File: src/rtl/branch_predictor_pkg.sv
// Shared types and constants for the branch target buffer.
package branch_predictor_pkg;

    localparam int unsigned BTB_ENTRIES     = 16;
    localparam int unsigned BTB_INDEX_WIDTH = $clog2(BTB_ENTRIES);
    localparam int unsigned BTB_TAG_WIDTH   = 30 - BTB_INDEX_WIDTH;

    localparam logic [1:0] BTB_COUNTER_INIT  = 2'b01;  // weakly not-taken
    localparam logic [1:0] BTB_COUNTER_ALLOC = 2'b10;  // weakly taken

    typedef struct packed {
        logic                     valid;
        logic [BTB_TAG_WIDTH-1:0] tag;
        logic [31:0]              target;
        logic [1:0]               counter;
    } btbEntry_;

    function automatic logic [BTB_INDEX_WIDTH-1:0] btb_index(input logic [31:0] pc);
        return pc[BTB_INDEX_WIDTH+1:2];
    endfunction

    function automatic logic [BTB_TAG_WIDTH-1:0] btb_tag(input logic [31:0] pc);
        return pc[31:BTB_INDEX_WIDTH+2];
    endfunction

endpackage

File: src/rtl/branch_predictor_saturating_counter2.sv
// Two-bit saturating direction counter, next-state only.
module saturating_counter2 (
    input  logic [1:0] in,
    input  logic       taken,
    output logic [1:0] out
);

    // Step toward the resolved direction, holding at 00 and 11.
    always_comb begin
        out = in;
        if (taken) begin
            if (in != 2'b11) out = in + 2'b01;
        end else begin
            if (in != 2'b00) out = in - 2'b01;
        end
    end

endmodule

File: src/rtl/branch_predictor.sv
// Direct-mapped BTB with 2-bit direction counters; zero-latency lookup, trained by execute.
module branch_predictor
    import branch_predictor_pkg::*;
(
    input  logic        clock,
    input  logic        reset,
    input  logic [31:0] lookupAddress,
    output logic        branchPredictValid,
    output logic [31:0] branchPredictData,
    input  logic        updateValid,
    input  logic [31:0] updateAddress,
    input  logic [31:0] updateTarget,
    input  logic        updateTaken,
    input  logic        invalidateAll
);

    localparam int unsigned ENTRIES     = BTB_ENTRIES;
    localparam int unsigned INDEX_WIDTH = BTB_INDEX_WIDTH;
    localparam int unsigned TAG_WIDTH   = BTB_TAG_WIDTH;

    btbEntry_ entries_q [ENTRIES];
    btbEntry_ entries_d [ENTRIES];

    logic [INDEX_WIDTH-1:0] lk_idx;
    logic [TAG_WIDTH-1:0]   lk_tag;
    btbEntry_               lk_entry;
    logic                   lk_hit;

    logic [INDEX_WIDTH-1:0] up_idx;
    logic [TAG_WIDTH-1:0]   up_tag;
    btbEntry_               up_entry;
    logic                   up_hit;
    logic [1:0]             up_counter_next;

    assign lk_idx   = btb_index(lookupAddress);
    assign lk_tag   = btb_tag(lookupAddress);
    assign up_idx   = btb_index(updateAddress);
    assign up_tag   = btb_tag(updateAddress);
    assign lk_entry = entries_q[lk_idx];
    assign up_entry = entries_q[up_idx];
    assign up_hit   = up_entry.valid && (up_entry.tag == up_tag);

    saturating_counter2 u_counter (
        .in    (up_entry.counter),
        .taken (updateTaken),
        .out   (up_counter_next)
    );

    // Lookup reads registered state only, so a same-cycle update is not visible yet.
    always_comb begin
        lk_hit             = lk_entry.valid && (lk_entry.tag == lk_tag);
        branchPredictValid = lk_hit && lk_entry.counter[1];
        branchPredictData  = branchPredictValid ? lk_entry.target : 32'h0;
    end

    // Next table state: invalidate wins over training; a not-taken miss leaves the table alone.
    always_comb begin
        for (int i = 0; i < ENTRIES; i++) begin
            entries_d[i] = entries_q[i];
        end
        if (invalidateAll) begin
            for (int i = 0; i < ENTRIES; i++) begin
                entries_d[i].valid   = 1'b0;
                entries_d[i].counter = BTB_COUNTER_INIT;
            end
        end else if (updateValid) begin
            if (up_hit) begin
                entries_d[up_idx].counter = up_counter_next;
                if (updateTaken) entries_d[up_idx].target = updateTarget;
            end else if (updateTaken) begin
                entries_d[up_idx].valid   = 1'b1;
                entries_d[up_idx].tag     = up_tag;
                entries_d[up_idx].target  = updateTarget;
                entries_d[up_idx].counter = BTB_COUNTER_ALLOC;
            end
        end
    end

    // Table registers with synchronous reset overriding everything else.
    always_ff @(posedge clock) begin
        if (reset) begin
            for (int i = 0; i < ENTRIES; i++) begin
                entries_q[i] <= '{valid: 1'b0, tag: '0, target: 32'h0,
                                  counter: BTB_COUNTER_INIT};
            end
        end else begin
            for (int i = 0; i < ENTRIES; i++) begin
                entries_q[i] <= entries_d[i];
            end
        end
    end

endmodule
File: config.mk
export PLATFORM = sky130hd
export DESIGN_NAME = branch_predictor
export DESIGN_NICKNAME = d
export VERILOG_FILES = /design/src/rtl/branch_predictor_pkg.sv /design/src/rtl/branch_predictor_saturating_counter2.sv /design/src/rtl/branch_predictor.sv
export SDC_FILE = /design/constraint.sdc
export NUM_CORES = 2
export LEC_CHECK = 0
export ABC_AREA = 1
export CAP_MARGIN = 20
export CORE_MARGIN = 5
export CORE_UTILIZATION = 38
export DETAILED_ROUTE_END_ITERATION = 16
export SLEW_MARGIN = 20
export SYNTH_ARGS = -nofsm -noshare
export SYNTH_HDL_FRONTEND = slang
export SYNTH_SLANG_ARGS = --single-unit
File: constraint.sdc
create_clock -name clock -period 5.6 [get_ports clock]
set_clock_uncertainty 0.1 [all_clocks]
set_input_delay 1.68 -clock clock [delete_from_list [all_inputs] [get_ports clock]]
set_output_delay 1.68 -clock clock [all_outputs]
set_load 0.01 [all_outputs]
==> flow_summary_export.csv <==
group,metric,value,unit
die,die_y,370,microns
yosys,synth_edf_count,0,
worst_setup_path,crit_slowest_cell,"bufbuf_16",
worst_setup_path,r2r_cells,18,
layout,final_cell_mix,"nand2_1 (2161), nor2_1 (2088), dfxtp_1 (976)",
die,rows,132,
timing,drv_slew,0,
die,fp.dieArea,0.137,sq mm
pwr,powerDensity,285,mW/mm^2
die,pin_count,134,
yosys,syn-num-nets,8008,
yosys,yosysUniqueCellTypes,35,
clocking,numCtsBuffers,112,
die,coreArea,0.129,sq mm
routing,vias_per_cell,5.37,
layout,final_util,44.9,%
timing,timing.fmax,167,MHz
layout,drive_gt1_share,7.90,%
timing,fin_hold_ws,0.373,ns
clocking,ctsRootBufferMaster,"clkbuf_16",
clocking,clk_pin_slew,0.06,ns
layout,nets,7891,
placement,post-dp-hpwl,105000,microns
yosys,async_flop_share,0,%
outcome,violations,"negative setup slack",
placement,place_congestion,0.892,
hold_path,hold_path_startpoint,"entries_q[2][60]",
worst_setup_path,cp_slowest_stage_delay,0.33,ns
timing,slew_headroom,35.6,%
worst_setup_path,start_kind,"primary input",
layout,layout_commonest_cell,"nand2_1",
timing,setup_violations,33,
worst_setup_path,path_buf_inv,7,
pwr,p_leak,22.7,nW
worst_setup_path,crit_arrival,4.21,ns
run,maxCapViolations,0,
clocking,clock_path_buffers,3,
layout,reg.largest.list,"entries_q x976",
timing,rsz0062_at_grt,"yes",
worst_setup_path,crit_path_end_kind,"output port",
pwr,irDropWorstVdd,263,uV
clocking,htree_levels,3,
yosys,synth_warnings,0,
yosys,synth-seq-cells,976,
routing,ant_nets,0,
worst_setup_path,reg2reg_slack,2.59,ns
routing,drt-pass1-iter-count,5,
grt,grt_util_all_layers,26.1,%
timing,tightest_slew,0.966,ns
yosys,syn_inst,7907,
timing,fin_crit,5.99,ns
yosys,postSynthAreaPerCell,6.22,sq um
timing,fin_ws,-0.394,ns
worst_setup_path,crit_family,"buffers and inverters",
clocking,cts_tree,"yes",
grt,grt_first_pass_wirelength,281000,microns
worst_setup_path,crit_path_max_fanout,17,
layout,areaGrowthSynthToFinish,17.9,%
layout,largest_reg_flops,976,
timing,fin_tns_setup,-11.31,ns
layout,final_area,0.0580,sq mm
grt,first_global_vias,46002,
yosys,synth-main-ff-cell,"dfxtp_1",
timing,finalHoldViolations,0,
grt,grt_overflow_total,0,
timing,min_period_over_period,107,%
worst_setup_path,regToRegStartpoint,"entries_q[6][44]",
layout,largest_register,"entries_q",
hold_path,worstHoldEndpoint,"entries_q[2][60]",
die,start_util,38.1,%
yosys,syn_area,0.0492,sq mm
worst_setup_path,critical_path_class,"primary input to output port",
grt,grt_max_degree,140,
clocking,clk_latency,0.77,ns
outcome,status,"finished, violations left",
placement,io_buffer_count,129,
clocking,clock-sinks,976,
routing,routed_wl,189000,microns
routing,wire_per_inst,19.7,microns
placement,place_area,0.0528,sq mm
routing,vias,51686,
routing,drt_iter0_drc,5421,
hold_path,whs_path_depth,2,
worst_setup_path,timing.rr.end,"entries_q[15][38]",
worst_setup_path,cp.required,3.82,ns
routing,drcViolationCount,0,
grt,antenna_found_initial,1,
hold_path,hold_path.class,"flop to flop",
clocking,cts.hold.buffers_added,0,
placement,post-place-ws,-0.939,ns
worst_setup_path,cpMostUsedCell,"nand2_1",
worst_setup_path,worstPathCellList,"buf_16 -> inv_12 -> bufbuf_16 -> o21ai_0 -> a21oi_2 -> o21ai_1 -> nand2_1 -> nand2_1 -> nand2_2 -> inv_4 -> nand2_2 -> nand2_1 -> nor2_1 -> nand4_1 -> nor2_2 -> nand2_4 -> buf_12 -> clkbuf_16 -> nor3_2 -> buf_2",
yosys,ys_seq_area_share,39.7,%
die,die_w,370,microns
==> metal layers <==
layer  track usage [%]  routed length (microns)  vias to the layer above
li1                  -                        -                    25098
met5                 0                        0                        -
met1              34.6                    78900                    23934
met4              11.1                     8320                        0
met2              42.0                    85000                     2215
met3              4.63                    17000                      439
==> worst max-delay path by stage <==
stage	start	end	slack (ns)	cells past startpoint
5_1_grt	lookupAddress[2]	branchPredictData[0]	-0.48	21
3_5_place_dp	lookupAddress[2]	branchPredictData[1]	-0.94	17
4_1_cts	lookupAddress[2]	branchPredictData[31]	-0.31	19
3_3_place_gp	lookupAddress[2]	branchPredictData[31]	-0.96	14
6_report	lookupAddress[2]	branchPredictData[23]	-0.39	20
2_1_floorplan	lookupAddress[3]	branchPredictValid	0.002	16
==> metrics by stage <==
stage | total power, mW | cells
floorplan | 8.07 | 7907
global placement | 8.70 | 9373
detailed placement | 8.70 | 9373
CTS | 16.5 | 9602
global route | 17.0 | 9626
finish | 16.5 | 9627
==> tightest hold or removal path: stages, from the launching register on <==
cell,delay (ns)
dfxtp_1,0.31
inv_1,0.06
a21oi_1,0.06
==> repair_timing <==
action	CTS	global route
pin swaps	14	40
setup endpoints to repair	33	33
hold endpoints to repair	0	0
gates resized for setup	188	137
setup buffers	12	11
cloned	9	14
==> power breakdown <==
part	switching, mW	internal [mW]
Combinational	1.16	0.538
Sequential	0.0284	6.99
Clock	3.20	4.59
==> cells in the mapped netlist (7+ instances only) <==
| cell type | n | share of area [%] |
|---|---|---|
| nor3_1 | 46 | 0.47 |
| nand3_1 | 153 | 1.6 |
| o31ai_1 | 32 | 0.49 |
| o311ai_0 | 8 | 0.14 |
| o211ai_1 | 71 | 1.1 |
| inv_1 | 239 | 1.8 |
| nor2_1 | 2100 | 16 |
| o21ai_1 | 34 | 0.35 |
| nand4_1 | 40 | 0.51 |
| a31oi_1 | 7 | 0.089 |
| dfxtp_1 | 976 | 40 |
| buf_6 | 34 | 0.78 |
| a21oi_1 | 361 | 3.7 |
| nand2_1 | 2179 | 17 |
| nor2_4 | 12 | 0.27 |
| clkbuf_1 | 432 | 3.3 |
| a22oi_1 | 10 | 0.15 |
| buf_1 | 91 | 0.69 |
| o21ai_0 | 808 | 8.2 |
| buf_2 | 72 | 0.73 |
| a221oi_1 | 119 | 2.1 |
| o22ai_1 | 33 | 0.42 |
| inv_2 | 8 | 0.061 |
| o221ai_1 | 12 | 0.21 |
==> kinds of logic after synthesis <==
group,share of synthesized area [%]
buffers and inverters,7.53
xor gates and xnor gates,0.143
AOI/OAI and AO/OA,17.0
DFF,39.7
and+or+nand+nor,35.6
==> area by class of cell <==
cell class	instances	area, sq um
well taps	1742	2180
flip-flops and latches	976	19500
fillers	13300	71000
repair inverters	3	38.8
diodes	1	2.50
multi-input cells	6043	26500
clock buffers	172	3390
clock inverters	36	543
repair buffers	401	4770
inverters	253	1020
Power figures use the tool's default switching activity.
